===== src/rtl/spi_pkg.sv =====
// spi_pkg: shared word width, FSM states and counter sizing for the SPI slave responder
package spi_pkg;
    localparam int SPI_WORD_W = 32;
    typedef enum logic {ST_IDLE, ST_SHIFT} state_e;
    function automatic int cnt_w(input int w);
        return $clog2(w + 1);
    endfunction
endpackage


===== src/rtl/spi_slave_sync.sv =====
// spi_slave_sync: multi-flop synchroniser with registered rise/fall detect;
// lvl_o is delayed to stay aligned with the edge pulses.
module spi_slave_sync #(
    parameter int STAGES = 2
) (
    input  logic clk_i,
    input  logic rst_i,
    input  logic d_i,
    output logic lvl_o,
    output logic rise_o,
    output logic fall_o
);
    logic [STAGES-1:0] sh_q;
    logic lvl_q, rise_q, fall_q;
    always_ff @(posedge clk_i) begin
        if (rst_i) begin
            sh_q   <= '0;
            lvl_q  <= 1'b0;
            rise_q <= 1'b0;
            fall_q <= 1'b0;
        end else begin
            sh_q   <= {sh_q[STAGES-2:0], d_i};
            lvl_q  <= sh_q[STAGES-1];
            rise_q <= sh_q[STAGES-1] & ~lvl_q;
            fall_q <= ~sh_q[STAGES-1] & lvl_q;
        end
    end
    assign lvl_o  = lvl_q;
    assign rise_o = rise_q;
    assign fall_o = fall_q;
endmodule


===== src/rtl/spi_slave_responder.sv =====
// spi_slave_responder: oversampling SPI mode-0 slave, one MOSI word in / one MISO word out per frame.
// Define SPI_SLAVE_FRAME_ERR_EN to add the FRAME_ERR short/overrun frame indicator.
module spi_slave_responder
    import spi_pkg::*;
#(
    parameter int WORD_W      = SPI_WORD_W,
    parameter int SYNC_STAGES = 2
) (
    input  logic              CLOCK,
    input  logic              RESET,
    input  logic              SPI_SCLK,
    input  logic              SPI_CS,
    input  logic              SPI_MOSI,
    output logic              SPI_MISO,
    output logic              SPI_MISO_OE,
    input  logic [WORD_W-1:0] TX_DATA,
    output logic              TX_ACK,
    output logic [WORD_W-1:0] RX_DATA,
    output logic              RX_VALID,
`ifdef SPI_SLAVE_FRAME_ERR_EN
    output logic              FRAME_ERR,
`endif
    output logic              BUSY
);
    localparam int CW = cnt_w(WORD_W);
    localparam logic [CW-1:0] FULL = CW'(WORD_W);
    localparam logic [CW-1:0] LAST = CW'(WORD_W - 1);

    logic sclk_lvl, sclk_rise, sclk_fall, cs_lvl, cs_rise, cs_fall, mosi_lvl, mosi_rise, mosi_fall;

    spi_slave_sync #(.STAGES(SYNC_STAGES)) u_sclk (.clk_i(CLOCK), .rst_i(RESET), .d_i(SPI_SCLK),
        .lvl_o(sclk_lvl), .rise_o(sclk_rise), .fall_o(sclk_fall));
    spi_slave_sync #(.STAGES(SYNC_STAGES)) u_cs (.clk_i(CLOCK), .rst_i(RESET), .d_i(SPI_CS),
        .lvl_o(cs_lvl), .rise_o(cs_rise), .fall_o(cs_fall));
    spi_slave_sync #(.STAGES(SYNC_STAGES)) u_mosi (.clk_i(CLOCK), .rst_i(RESET), .d_i(SPI_MOSI),
        .lvl_o(mosi_lvl), .rise_o(mosi_rise), .fall_o(mosi_fall));

    state_e            state_q, state_d;
    logic              arm_q, arm_d, miso_q, miso_d, ack_q, ack_d, rv_q, rv_d, ovr_q, ovr_d, err_q, err_d;
    logic [CW-1:0]     cnt_q, cnt_d;
    logic [WORD_W-1:0] rx_shr_q, rx_shr_d, tx_shr_q, tx_shr_d, rx_data_q, rx_data_d;

    always_ff @(posedge CLOCK) begin
        if (RESET) begin
            state_q   <= ST_IDLE;
            arm_q     <= 1'b0;
            miso_q    <= 1'b0;
            ack_q     <= 1'b0;
            rv_q      <= 1'b0;
            ovr_q     <= 1'b0;
            err_q     <= 1'b0;
            cnt_q     <= '0;
            rx_shr_q  <= '0;
            tx_shr_q  <= '0;
            rx_data_q <= '0;
        end else begin
            state_q   <= state_d;
            arm_q     <= arm_d;
            miso_q    <= miso_d;
            ack_q     <= ack_d;
            rv_q      <= rv_d;
            ovr_q     <= ovr_d;
            err_q     <= err_d;
            cnt_q     <= cnt_d;
            rx_shr_q  <= rx_shr_d;
            tx_shr_q  <= tx_shr_d;
            rx_data_q <= rx_data_d;
        end
    end

    // CS rise outranks any SCLK edge seen in the same cycle
    always_comb begin
        state_d   = state_q;
        arm_d     = arm_q | cs_lvl;
        miso_d    = miso_q;
        ack_d     = 1'b0;
        rv_d      = 1'b0;
        ovr_d     = ovr_q;
        err_d     = 1'b0;
        cnt_d     = cnt_q;
        rx_shr_d  = rx_shr_q;
        tx_shr_d  = tx_shr_q;
        rx_data_d = rx_data_q;
        if (state_q == ST_IDLE) begin
            if (cs_fall && arm_q) begin
                state_d  = ST_SHIFT;
                tx_shr_d = TX_DATA;
                ack_d    = 1'b1;
                cnt_d    = '0;
                miso_d   = TX_DATA[WORD_W-1];
                ovr_d    = 1'b0;
            end
        end else if (cs_rise) begin
            state_d = ST_IDLE;
            miso_d  = 1'b0;
            err_d   = ovr_q || (cnt_q != '0 && cnt_q != FULL);
        end else if (sclk_rise) begin
            ovr_d     = ovr_q | (cnt_q == FULL);
            rx_shr_d  = (cnt_q == FULL) ? rx_shr_q : {rx_shr_q[WORD_W-2:0], mosi_lvl};
            cnt_d     = (cnt_q == FULL) ? cnt_q : cnt_q + CW'(1);
            rv_d      = (cnt_q == LAST);
            rx_data_d = (cnt_q == LAST) ? {rx_shr_q[WORD_W-2:0], mosi_lvl} : rx_data_q;
        end else if (sclk_fall) begin
            tx_shr_d = tx_shr_q << 1;
            miso_d   = (cnt_q == FULL) ? 1'b0 : tx_shr_q[WORD_W-2];
        end
    end

    assign SPI_MISO    = miso_q;
    assign SPI_MISO_OE = (state_q == ST_SHIFT);
    assign BUSY        = (state_q == ST_SHIFT);
    assign TX_ACK      = ack_q;
    assign RX_VALID    = rv_q;
    assign RX_DATA     = rx_data_q;

    logic unused_sync;
    assign unused_sync = ^{sclk_lvl, mosi_rise, mosi_fall};
`ifdef SPI_SLAVE_FRAME_ERR_EN
    assign FRAME_ERR = err_q;
`else
    logic unused_err;
    assign unused_err = err_q;
`endif
endmodule


===== config.mk =====
export PLATFORM = sky130hd
export DESIGN_NAME = spi_slave_responder
export DESIGN_NICKNAME = d
export VERILOG_FILES = /design/src/rtl/spi_pkg.sv /design/src/rtl/spi_slave_sync.sv /design/src/rtl/spi_slave_responder.sv
export SDC_FILE = /design/constraint.sdc
export NUM_CORES = 1
export LEC_CHECK = 0
export BUFFER_PORTS_ARGS = -buffer_cell sky130_fd_sc_hd__buf_2
export CAP_MARGIN = 20
export CORE_UTILIZATION = 35
export CTS_CLUSTER_DIAMETER = 30
export DETAILED_ROUTE_END_ITERATION = 6
export GPL_TIMING_DRIVEN = 0
export PLACE_DENSITY = 0.56
export SLEW_MARGIN = 20
export SYNTH_ARGS = -nofsm -noshare
export SYNTH_HDL_FRONTEND = slang
export SYNTH_SLANG_ARGS = --single-unit

===== constraint.sdc =====
create_clock -name CLOCK -period 2.55 [get_ports CLOCK]
set_input_delay 0.51 -clock CLOCK [delete_from_list [all_inputs] [get_ports CLOCK]]
set_output_delay 0.51 -clock CLOCK [all_outputs]
set_load 0.02 [all_outputs]

==> run summary <==
status: finished, final reports clean
Clock Skew: 0.00899 ns
Synth top cells by count: dfxtp_1 (118), mux2i_1 (94), nand2_1 (69)
postcts setup bufs: 0
Post-Synthesis Cells: 441
# DRC: 0
Port Buffer Count: 73
DR WL/cell: 13.1 um
vias per inst: 4.71
clk sink count: 118
Setup TNS: 0 ns
share of layout cells above drive strength 1: 29.1%
hold path cells: 2
Vert. Die Dim: 118 um
Post-synth ARST share: 0%
Max-cap violations: 0
pin count of the biggest net entering global routing: 17
Synth Register Bits: 118
synth top area cells: dfxtp_1 (50%), mux2i_1 (20%), a211oi_2 (7.9%), nand2_1 (5.5%), nor3_1 (3.4%)
crit path kind: register to register
Synth-to-Final Area Change: 25.2%
Clock Tree Buf Depth: 2
Worst Max-Slew Pin Slew: 0.718 ns
cts hold-fix bufs: 0
Chip Width: 118 um
Hold/Removal Path Class: input port to register
Slew HR: 52.1%
Unique masters post-synth: 40
TritonRoute pass-1 iters: 4
Initial Utilization: 35.8%
GRT overflow: 0
RSZ-0062 raised after global routing: no
peak supply drop: 398 uV
Synth top area share: 49.8%
Worst Setup Start Kind: register
final core occ: 44.9%
core area: 13200 sq um
Syn Nets: 480
Root Driver: clkbuf_16
nets: 572
Seq/Total Area, Yosys: 49.8%
cts repair resizes: 0
CP Capture Type: register
Worst-path clk slew: 0.05 ns
Slew Limit Fails: 0
Antenna Nets Post-Route: 0
# diodes: 0
first-pass GRT wire length: 16100 um
Filler cells: 1302
cell area after synthesis: 4740 sq um
final hold vios: 0
yosys warns: 0
clock latency on the worst-skew pair: 0.40 ns
die area: 14000 sq um
DRT Wirelength: 9490 um
initial drt markers: 196
Tmin final: 1.86 ns
Leak: 2.25 nW
Yosys top cell by area: dfxtp_1
Req. time, crit path: 2.87 ns
CP arrival: 2.18 ns
Final Setup Violations: 0
most frequent cell after synthesis: dfxtp_1
Power Density: 737 nW/um^2
Final HPWL DP: 6600 um
cell row count: 42
final period utilization: 73.1%
syn_area_per_cell: 10.8 sq um
antenna violations before repair: 0
CTS tree: yes
number of global-route vias before repair: 3430
final RePlAce weighted congestion: 0.741
Max Fanout on Critical Path: 10
Post-synth EDFFs: 0
main flop type after synthesis: dfxtp_1
CTS Buf Count: 17
CTS H-tree lvls: 4
FF-to-FF path depth: 6
Fin Hold WS: 0.326 ns
FMAX: 536 MHz
GRT Overall Usage: 14.4%
# IOs: 74
via count: 3401
per-layer routing:
layer / part of all wire, % / up-vias / global-route usage, % / routed length [um]
met4: 1.0 / 0 / 5.70 / 97
met1: 47 / 1597 / 17.7 / 4440
met2: 48 / 55 / 23.0 / 4520
met5: 0 / - / 0 / 0
li1: - / 1740 / - / -
met3: 4.6 / 9 / 4.92 / 435
critical path: stages, from the launching register on:
cell,delay [ns]
dfxtp_1,0.40
inv_1,0.09
ha_1,0.22
nor4b_4,0.15
a21oi_1,0.41
buf_4,0.30
mux2i_1,0.22
sequential cells by signal, indices dropped and copies added (netlist names), 2 cells and up:
name / cells
rx_shr_q: 31
cnt_q: 6
u_mosi.sh_q: 2
u_cs.sh_q: 2
u_sclk.sh_q: 2
tx_shr_q: 31
RX_DATA: 32
report_power, final:
group	switching, W	internal (W)	total, W
sequential	0.00000379	0.00185	0.00186
combinational	0.0000619	0.0000400	0.000102
clock	0.000784	0.00163	0.00242
total	0.000850	0.00353	0.00438
metrics by stage:
step / setup slack [ns] / power (W) / cell area [sq um] / instances
6_report: 0.685 / 0.00438 / 5940 / 722
5_1_grt: 0.569 / 0.00453 / 5940 / 722
4_1_cts: 0.673 / 0.00443 / 5940 / 722
3_5_place_dp: 0.597 / 0.00200 / 5330 / 690
3_3_place_gp: 0.617 / 0.00200 / 5330 / 690
2_1_floorplan: 1.04 / 0.00195 / 4740 / 441
path summary, 6_finish.rpt:
path	from	endpoint	slack [ns]
max	cnt_q[0]	rx_shr_q[4]	0.69
min	SPI_SCLK	u_sclk.sh_q[0]	0.33
max reg2reg	cnt_q[0]	rx_shr_q[4]	0.69
min reg2reg	u_cs.sh_q[1]	u_cs.fall_o	0.41
layout make-up:
type | instances | area [sq um] | share of cell area [%]
flip-flops and latches | 118 | 2360 | 39.8
clock inverters | 9 | 123 | 2.06
plain buffers | 35 | 198 | 3.33
inverters | 6 | 22.5 | 0.379
repair buffers | 73 | 365 | 6.15
multi-input cells | 282 | 2160 | 36.4
well taps | 176 | 220 | 3.71
clock buffers | 23 | 488 | 8.22
placed cells by master (no fill, tap or decap), types with 2 or more instances in the layout:
cell       instances
dfxtp_1          118
mux2i_1           94
buf_2             81
nand2_1           69
nor3_1            32
a211oi_2          30
clkbuf_16         17
clkbuf_1          16
nor2b_1           12
a21oi_1            6
inv_1              5
buf_6              5
buf_4              5
clkinv_2           5
nor3b_1            4
nor2_1             4
clkbuf_8           4
buf_1              3
bufinv_16          3
o21ai_0            2
or3_1              2
nand3_1            2
a211o_1            2
or4_1              2
nand2b_1           2
ha_1               2
logic make-up after synthesis:
family / Yosys count / synth area share, %
DFF: 118 / 49.8
AOI/OAI and AO/OA: 46 / 10.2
adders and majority gates: 2 / 0.527
and+or+nand+nor: 139 / 14.8
buffers and inverters: 41 / 4.64
muxes: 95 / 20.1
No activity file was read; power rests on OpenSTA's default activity.
